`config.mk`:
```
export PLATFORM = sky130hd
export DESIGN_NAME = v_upd_arb
export DESIGN_NICKNAME = d
export VERILOG_FILES = /design/src/rtl/v_upd_arb.sv
export SDC_FILE = /design/constraint.sdc
export NUM_CORES = 1
export LEC_CHECK = 0
export ABC_AREA = 1
export CAP_MARGIN = 20
export CORE_ASPECT_RATIO = 1.2
export CORE_MARGIN = 2
export CORE_UTILIZATION = 47
export DETAILED_ROUTE_END_ITERATION = 10
export PLACE_DENSITY = 0.92
export REMOVE_ABC_BUFFERS = 1
export SYNTH_ARGS = -nofsm -noshare
export SYNTH_HDL_FRONTEND = slang
export SYNTH_SLANG_ARGS = --single-unit
```
`constraint.sdc`:
```
create_clock -name clk -period 4 [get_ports clk]
set_input_delay 0.8 -clock clk [delete_from_list [all_inputs] [get_ports clk]]
set_output_delay 0.8 -clock clk [all_outputs]
set_load 0.05 [all_outputs]
```
`src/rtl/v_upd_arb.sv`:
```
// v_upd_arb: round-robin arbiter for the v list-update bus.
// A grant is withheld while the requester's product id is still inside the issue-spacing window.
module v_upd_arb #(
    parameter int N_REQ         = 4,
    parameter int HAZARD_CYCLES = 4,
    parameter int ID_W          = 8,
    parameter int CMD_W         = 4,
    parameter int KEY_W         = 32,
    parameter int SIZE_W        = 16,
    parameter int SRC_W         = (N_REQ > 1) ? $clog2(N_REQ) : 1
) (
    input  logic                     clk,
    input  logic                     rst,
    input  logic [N_REQ-1:0]         i_req_vld,
    input  logic [N_REQ*ID_W-1:0]    i_req_prod_id,
    input  logic [N_REQ*CMD_W-1:0]   i_req_cmd,
    input  logic [N_REQ*KEY_W-1:0]   i_req_key,
    input  logic [N_REQ*SIZE_W-1:0]  i_req_size,
    output logic [N_REQ-1:0]         o_req_rdy,
    input  logic                     i_busy_r,
    output logic                     o_upd_vld_r,
    output logic [ID_W-1:0]          o_upd_prod_id_r,
    output logic [CMD_W-1:0]         o_upd_cmd_r,
    output logic [KEY_W-1:0]         o_upd_key_r,
    output logic [SIZE_W-1:0]        o_upd_size_r,
    output logic [SRC_W-1:0]         o_upd_src_r,
    output logic                     o_hz_stall_r,
    output logic [15:0]              o_hz_stall_cnt_r
);
    localparam int HD = (HAZARD_CYCLES > 1) ? HAZARD_CYCLES - 1 : 1;

    logic [HD-1:0]           hist_vld;
    logic [HD-1:0][ID_W-1:0] hist_id;
    logic [N_REQ-1:0]        hz;
    logic [N_REQ-1:0]        elig;
    logic [SRC_W-1:0]        ptr;
    logic [SRC_W-1:0]        gsel;
    logic                    any_gnt;
    logic [ID_W-1:0]         gid;

    function automatic logic [SRC_W-1:0] wrap(input int v);
        return SRC_W'(v % N_REQ);
    endfunction

    always_comb begin
        hz = '0;
        for (int i = 0; i < N_REQ; i++)
            for (int k = 0; k < HD; k++)
                if (HAZARD_CYCLES > 1 && hist_vld[k] && hist_id[k] == i_req_prod_id[i*ID_W +: ID_W])
                    hz[i] = 1'b1;
        elig = i_req_vld & ~hz;
    end

    // Scan from the far end back to ptr so the closest eligible index wins.
    always_comb begin
        gsel    = '0;
        any_gnt = 1'b0;
        for (int o = N_REQ - 1; o >= 0; o--)
            if (!rst && !i_busy_r && elig[wrap(int'(ptr) + o)]) begin
                gsel    = wrap(int'(ptr) + o);
                any_gnt = 1'b1;
            end
    end

    assign o_req_rdy = any_gnt ? (N_REQ'(1) << gsel) : '0;
    assign gid       = i_req_prod_id[gsel*ID_W +: ID_W];

    always_ff @(posedge clk) begin
        if (rst) begin
            o_upd_vld_r      <= 1'b0;
            o_upd_prod_id_r  <= '0;
            o_upd_cmd_r      <= '0;
            o_upd_key_r      <= '0;
            o_upd_size_r     <= '0;
            o_upd_src_r      <= '0;
            o_hz_stall_r     <= 1'b0;
            o_hz_stall_cnt_r <= '0;
            ptr              <= '0;
            hist_vld         <= '0;
            hist_id          <= '0;
        end else begin
            o_upd_vld_r <= any_gnt;
            if (any_gnt) begin
                o_upd_prod_id_r <= gid;
                o_upd_cmd_r     <= i_req_cmd[gsel*CMD_W +: CMD_W];
                o_upd_key_r     <= i_req_key[gsel*KEY_W +: KEY_W];
                o_upd_size_r    <= i_req_size[gsel*SIZE_W +: SIZE_W];
                o_upd_src_r     <= gsel;
                ptr             <= wrap(int'(gsel) + 1);
            end
            hist_vld[0] <= any_gnt;
            hist_id[0]  <= gid;
            for (int k = 1; k < HD; k++) begin
                hist_vld[k] <= hist_vld[k-1];
                hist_id[k]  <= hist_id[k-1];
            end
            o_hz_stall_r     <= |i_req_vld & ~i_busy_r & ~any_gnt;
            o_hz_stall_cnt_r <= o_hz_stall_cnt_r + 16'(o_hz_stall_r & ~&o_hz_stall_cnt_r);
        end
    end
endmodule
```
Word level (Yosys, flattened, before mapping)
Index checks and enable logic that the tools add are counted.
W data, S select, Z words.
- flip-flop bits (word level): 109
- input port bits: 247
- output and inout bits: 84
- logic and storage cells: 97
- add/subtract/negate cells: 5
- magnitude comparators: 4
- equal/unequal tests: 12
- shift-type cells: 5
- multiplexer cells: 29
- bitwise logic cells: 7
- reductions and logical operators: 22
- operators with widths (cell ; number):
    $shiftx A128 B8 Y32 ; 1
    $eq A8 B8 Y1 ; 12
    $shiftx A64 B7 Y16 ; 1
    $shiftx A32 B6 Y8 ; 1
    $mux W1 ; 20
    $logic_and A1 B1 Y1 ; 17
    $add A16 B1 Y16 ; 1
    $reduce_and A16 Y1 ; 1
    $shiftx A16 B5 Y4 ; 1
    $lt A2 B3 Y1 const B ; 4
    $bmux W1 S2 ; 4
    $mux W2 ; 4
    $add A2 B1 Y2 const B ; 2
    $add A2 B2 Y2 const B ; 2
    $and A4 B4 Y4 ; 1
    $mux W4 ; 1
    $not A4 Y4 ; 1
    $reduce_or A4 Y1 ; 1
    $shl A1 B2 Y4 const A ; 1
    $and A1 B1 Y1 ; 3
    $logic_not A1 Y1 ; 3
    $not A1 Y1 ; 2

Longest topological paths before layout
Gate-level depths: netlist (run 1).
- depth in word-level cells: 16
- gate-level depth with buffers: 22
- gate-level depth less buffers: 20

Least setup slack after synthesis (run 1)
OpenSTA, ideal clock, no wires.
- path kind: input to output
- start: input i_req_prod_id[19]
- end: output o_req_rdy[0]
- arrival time: 2.966 ns
- required time: 3.200 ns
- path slack: 0.234 ns
- stages on the path: 18
- path buffers: 1
- cell sequence: inv_1 > nand2_1 > o21ai_1 > nor2_1 > nand2_1 > nor2_1 > nor2_1 > nand3_1 > nand3_1 > nand3_2 > nand2_1 > nand2_1 > nand2_2 > nand2_4 > inv_2 > buf_2 > nand2_1 > nor2_1
- cells in the longest elaborated chain, start to end: 16
- elaborated cells on any way between the ends: 33
- those cells by class: eq/ne (3); shift (1); mux (20); bitwise (2); reduce/logical (7)
- ends and longest elaborated chain (item ; RTL line ; RTL):
    start: declaration ; 15 ; input logic [N_REQ*ID_W-1:0] i_req_prod_id,
    $eq A8 B8 Y1 ; 49 ; if (HAZARD_CYCLES > 1 && hist_vld[k] && hist_id[k] == i_req_prod_id[i*ID_W +: ID_W])
    $logic_and A1 B1 Y1 ; 49 ;
    $mux W1 (2 in series) ; 49 ;
    $mux W1 * ; 49 ;
    $not A4 Y4 * ; 51 ; elig = i_req_vld & ~hz;
    $and A4 B4 Y4 * ; 51 ;
    $bmux W1 S2 ; 59 ; if (!rst && !i_busy_r && elig[wrap(int'(ptr) + o)]) begin
    $mux W1 (not written as such) ; 59 ;
    $logic_and A1 B1 Y1 ; 59 ;
    $mux W2 (4 in series) ; 59 ;
    $shl A1 B2 Y4 ; 65 ; assign o_req_rdy = any_gnt ? (N_REQ'(1) << gsel) : '0;
    $mux W4 * ; 65 ;
    end: declaration ; 19 ; output logic [N_REQ-1:0] o_req_rdy,
Mark *: on every way between the ends. The rest lies on a longest branch, timed or not. The select of a mux whose other input is x is not followed.

Worst setup path after layout (run 1)
- start: input i_req_prod_id[27]
- end: output o_req_rdy[1]
The elaborated chain is that of the path after synthesis.

==> results of run 1 <==
==> cell type report <==
cell class              count  area [um^2]  area share
inverters                 214          803      0.0670
clock buffers              11          243      0.0203
well taps                 212          265      0.0221
diodes                      3         7.51    0.000626
flip-flops and latches    108         2160       0.180
clock inverters             5         66.3     0.00553
multi-input cells        1072         4680       0.391
repair buffers            377         3760       0.313
==> how the worst max path moves through the flow <==
stage          depth (start not counted)  slack (ns)           end
2_1_floorplan                         17       -1.38  o_req_rdy[0]
3_3_place_gp                          17       -0.16  o_req_rdy[0]
3_5_place_dp                          17       -0.15  o_req_rdy[0]
4_1_cts                               18      0.0002  o_req_rdy[3]
5_1_grt                               20      -0.007  o_req_rdy[1]
6_report                              19        0.19  o_req_rdy[1]
==> power by group through the flow <==
stage | Clock, mW | Combinational [mW] | Sequential (mW)
2_1_floorplan | 0 | 2.43 | 2.90
3_3_place_gp | 0 | 5.55 | 1.82
3_5_place_dp | 0 | 5.63 | 1.84
4_1_cts | 0.955 | 5.67 | 1.82
5_1_grt | 0.998 | 6.25 | 1.87
6_report | 0.957 | 5.74 | 1.83
==> critical path: stages <==
cell	delay (ns)
dlygate4sd2_1	0.41
nand2_1	0.09
o21ai_1	0.13
nor2_1	0.06
nand3_1	0.09
nor2_1	0.05
nor2_2	0.09
nand3_1	0.14
nand3_2	0.13
nand2_2	0.07
nor2_4	0.17
nand3_1	0.10
nand3_1	0.11
nand2_2	0.08
buf_12	0.15
inv_2	0.05
nand2_1	0.07
inv_2	0.07
buf_12	0.13
==> kinds of logic (layout without fill, tap and decap cells) <==
group                      Yosys count  after routing  synth area share
other                                0              3                 0
and+or+nand+nor                    982            982             0.511
xor gates and xnor gates            19             19            0.0211
AOI/OAI and AO/OA                   69             69            0.0473
buffers and inverters              278            607             0.144
adders and majority gates            2              2           0.00317
DFF                                108            108             0.274
==> per-layer routing <==
| metal | routed length [um] | global-route usage |
|---|---|---|
| met3 | 2630 | 0.0650 |
| met2 | 15200 | 0.583 |
| met5 | 0 | 0 |
| met1 | 12200 | 0.421 |
| met4 | 1820 | 0.188 |
==> metrics by stage <==
step	power [mW]	TNS [ns]	utilization
6_report	8.52	0	0.734
5_1_grt	9.11	-0.00730	0.734
4_1_cts	8.45	0	0.725
3_5_place_dp	7.46	-0.384	0.706
3_3_place_gp	7.38	-0.378	0.706
2_1_floorplan	5.33	-7.73	-
==> synth_stat cells, drive strengths merged <==
cell,number,share of area
a211oi,1,0.00095
a21oi,29,0.019
buf,45,0.033
clkbuf,19,0.0090
clkinv,1,0.00048
dfxtp,108,0.27
ha,2,0.0032
inv,213,0.10
nand2,526,0.25
nand3,221,0.14
nand3b,1,0.00095
nand4,8,0.0063
nor2,221,0.11
nor3,5,0.0032
o211ai,2,0.0019
o21a,1,0.00095
o21ai,34,0.022
o41a,1,0.0014
o41ai,1,0.0011
xnor2,16,0.018
xor2,3,0.0033
==> state kept, by name, indices dropped and copies added (netlist names) <==
register          cells
o_upd_prod_id_r       8
o_upd_cmd_r           4
o_hz_stall_r          1
o_hz_stall_cnt_r     16
ptr                   2
o_upd_size_r         16
o_upd_src_r           2
hist_vld              3
hist_id              24
o_upd_key_r          32
==> what timing repair did <==
| action | 4_1_cts | 5_1_grt |
|---|---|---|
| endpoints found under the setup margin | 4 | 4 |
| buffers inserted | 0 | 2 |
| resized for setup | 21 | 49 |
| pin swaps | 4 | 13 |
| gates cloned | 0 | 0 |
==> impl_metrics.ini, run 1 <==
[die]
dieArea_um2 = 17800
initial_utilization = 0.483
io_pins = 331
die_w_um = 122
coreArea_um2 = 16300
die_h_um = 146
row_count = 51

[final_layout]
final_area_um2 = 12000
layout_common_cells = nand2_1, clkdlybuf4s50_1, nor2_1, nand3_1, inv_1
final_common_cell = nand2_1
drive_gt1_frac = 0.0772
num-fill-cells = 1394
final_cells = 2002
area_growth_syn_to_layout_pct = 51.9
nets = 2031

[synthesis]
netlist_instances = 1458
ys_seq_area_frac = 0.274
ys_seq_elements = 108
syn_area_per_cell_um2 = 5.41
ys_types = 31
syn_area_um2 = 7890
ys.warnings.count = 0

[timing]
finClkSkew_ns = 0.00957
slew_violations = 0
hold_violations = 0
fmax_ghz = 0.262
final-setup-viol-count = 0
fin_ws_ns = 0.188
whs_ns = 0.493
slew_headroom = 0.511
worst_slew_pin_slew_ns = 0.730
layout_min_cycle_time_ns = 3.81
post-route-period-util = 0.953

[setup_path]
r2r_end = o_upd_prod_id_r[5]
setup.worst_path.start = i_req_prod_id[27]
cp_data_required_time_ns = 3.20
arrival_ns = 3.01
cp-start-kind = input port
crit_type = in2out
endpoint_kind = primary output
r2r_start = hist_id[3]
cp_max_fo = 8
r2r_cells = 21
reg2reg_slack_ns = 0.91

[power]
leakage_nw = 6.15
internal-power_mw = 3.95
p_clk_frac = 0.112
comb_power_share = 0.673
pwr-share-seq = 0.215
irDropWorstVdd_v = 0.000624
switching_share = 0.537
powerDensity_nw_per_um2 = 711
p_sw_mw = 4.58

[worst_hold_path]
holdPathStages = 2
min_from = o_hz_stall_cnt_r[13]
worstHoldEndpoint = o_hz_stall_cnt_r[13]
worstHoldPathType = reg2reg

[global_route]
antenna_found_initial = 3
grt_start_max_net_pins = 64
grtUsageTotal = 0.350
grt_pass1_vias = 9840
grt-ovfl-total = 0
grt_first_pass_wirelength_um = 49800

[drt]
drt_first_iter_violations = 886
wl_per_cell_um = 15.9
postRouteAntennaNets = 0
vias = 10300
viasPerCell = 5.17
routed_wl_um = 31800
route.detailed.drc = 0
dr.pass1.iters = 5

[clocking]
htree_levels = 3
clk_latency_ns = 0.36
cts_buffers = 9
cts_root_buf = clkbuf_16
clk_path_buf_depth = 2
cts_tree = done
cts_sinks = 108
cts_hold_buf = 0
clkTransAtPathRegs_ns = 0.07

[placed_design]
dp.cells = 1981
place.gp.congestion = 0.994
io_buffers = 330
dp_hpwl_um = 24100
dpl_cell_area_um2 = 11500
pre_cts_ws_ns = -0.149

[run_status]
status = completed

[run]
drv_cap = 0
(Power assumes the default switching activity.)
==> run 2: changes to the inputs <==
CAP_MARGIN = 25   (was 20)
==> results of run 2 <==
No change in the layout: final DEF, timing and power equal those of run 1.
==> run 3: changes to the inputs <==
REMOVE_ABC_BUFFERS = not set   (was 1)
==> impl_metrics.ini, run 3 (synthesis results as in run 1) <==
[run_status]
status = completed

[final_layout]
drive_gt1_frac = 0.0811
area_growth_syn_to_layout_pct = 52.7
largest_reg_flops = 32
top_regs = o_upd_key_r (32), hist_id (24)
layout_common_cells = nand2_1, clkdlybuf4s50_1, nand3_1
final_cells = 2001
ff_latch_area_um2 = 2160
num-fill-cells = 1343
final_common_cell = nand2_1
largest-register = o_upd_key_r
final_area_um2 = 12100
nets = 2031
multi_input_area_um2 = 4710

[setup_path]
crit_type = in2out
cp_data_required_time_ns = 3.20
cp_cell_sequence = clkdlybuf4s15_1, inv_1, nand2_1, nand2_1, nor2_1, nand3_1, nor2_2, nor2_2, buf_4, nand3_1, nand3_2, nand3_4, nand2_1, nand2_1, nand2_2, nand2_4, inv_2, buf_4, nand2_2, inv_1, buf_12
crit_slowest_cell = clkdlybuf4s15_1
endpoint_kind = primary output
crit_top_cell = nand2_1
slowest_delay_ns = 0.25
cp_max_fo = 6
cp-start-kind = input port
arrival_ns = 3.02

[clocking]
htree_levels = 3
cts_buffers = 9
cts_sinks = 108
clkTransAtPathRegs_ns = 0.07
clk_latency_ns = 0.36
cts_root_buf = clkbuf_16
clk_path_buf_depth = 2
cts_tree = done

[timing]
hold_violations = 0
fmax_ghz = 0.262
finClkSkew_ns = 0.0152
rsz0062_at_grt = false
final-setup-viol-count = 0
slew_headroom = 0.514
post-route-period-util = 0.956
whs_ns = 0.512
worst_slew_pin_slew_ns = 0.729
slew_violations = 0
tns_ns = 0
layout_min_cycle_time_ns = 3.82

[placed_design]
dp_hpwl_um = 26000
dpl_cell_area_um2 = 11500
dp.cells = 1981
place.gp.congestion = 1.04
io_buffers = 330

[power]
leakage_nw = 6.23
irDropWorstVdd_v = 0.000545
power_mw = 8.72
powerDensity_nw_per_um2 = 723

[run]
drv_cap = 0

[synthesis]
synth_nets = 1707

[die]
die_w_um = 122
coreArea_um2 = 16300
dieArea_um2 = 17800
die_h_um = 146
initial_utilization = 0.483
io_pins = 331
row_count = 51

[drt]
met2_length_um = 16000
drt_first_iter_violations = 888
viasPerCell = 5.15
routed_wl_um = 34100
dr.pass1.iters = 6
highest_layer = met4
wl_met3_um = 3390
route.detailed.drc = 0
drt-met1-wl_um = 12500
wl_per_cell_um = 17.0
postRouteAntennaNets = 0
vias = 10300

[global_route]
grt_start_max_net_pins = 64
antenna_found_initial = 2
grt_pass1_vias = 9694
grtUsageTotal = 0.366
grt_first_pass_wirelength_um = 51100
grt-ovfl-total = 0

[worst_hold_path]
worstHoldPathType = reg2reg
run 3: changes by cell type in the layout (fill, tap and decap cells not counted), moves of 3 or more:
cell            before  now
nor2_1             211  199
nor2_2               7   19
dlygate4sd2_1       11    4
dlymetal6s2s_1      20   27
inv_1              173  176
inv_2               40   37
nand3_1            211  214
nand3_2              9    6
run 3: power by group:
group	switching [mW]	internal [mW]	total [mW]	leakage, nW
Combinational	3.89	1.96	5.86	5.18
Clock	0.443	0.557	1.00	0.151
Sequential	0.360	1.50	1.86	0.894
run 3: worst paths after layout:
path / from / end / slack, ns / cells past startpoint
worst max-delay path: i_req_prod_id[3] / o_req_rdy[2] / 0.18 / 21
worst min-delay path: o_hz_stall_cnt_r[8] / o_hz_stall_cnt_r[8] / 0.51 / 2
worst max register to register: hist_id[3] / o_upd_prod_id_r[7] / 0.65 / 21
worst min register to register: o_hz_stall_cnt_r[8] / o_hz_stall_cnt_r[8] / 0.51 / 2
run 3: layout make-up:
type                            instances  share of cell area
Clock buffer                           10              0.0190
Sequential cell                       108               0.179
Multi-Input combinational cell       1072               0.391
Inverter                              214              0.0667
Clock inverter                          6             0.00789
Tap cell                              212              0.0220
Timing Repair Buffer                  377               0.314
Antenna cell                            2            0.000415
run 3: through the flow:
| stage | worst slack, ns | utilization |
|---|---|---|
| 2_1_floorplan | 0.234 | - |
| 3_3_place_gp | -0.201 | 0.706 |
| 3_5_place_dp | -0.239 | 0.706 |
| 4_1_cts | 0.00214 | 0.727 |
| 5_1_grt | 0.00147 | 0.738 |
| 6_report | 0.176 | 0.738 |
run 3: repair_timing:
item                                    CTS  global route
pin swaps                                 0            11
hold buffers                              0             0
resized for setup                        18            61
endpoints found under the setup margin    4             9
setup buffers                             0             2
run 3: critical path: cells and delay by family:
| family | cells | cell delay (ns) |
|---|---|---|
| buffers and inverters | 7 | 0.88 |
| and+or+nand+nor | 14 | 1.34 |
run 3: metal layers:
layer	global-route usage	up-vias
li1	-	5094
met1	0.412	4511
met2	0.617	573
met3	0.0846	136
met4	0.224	0
met5	0	-
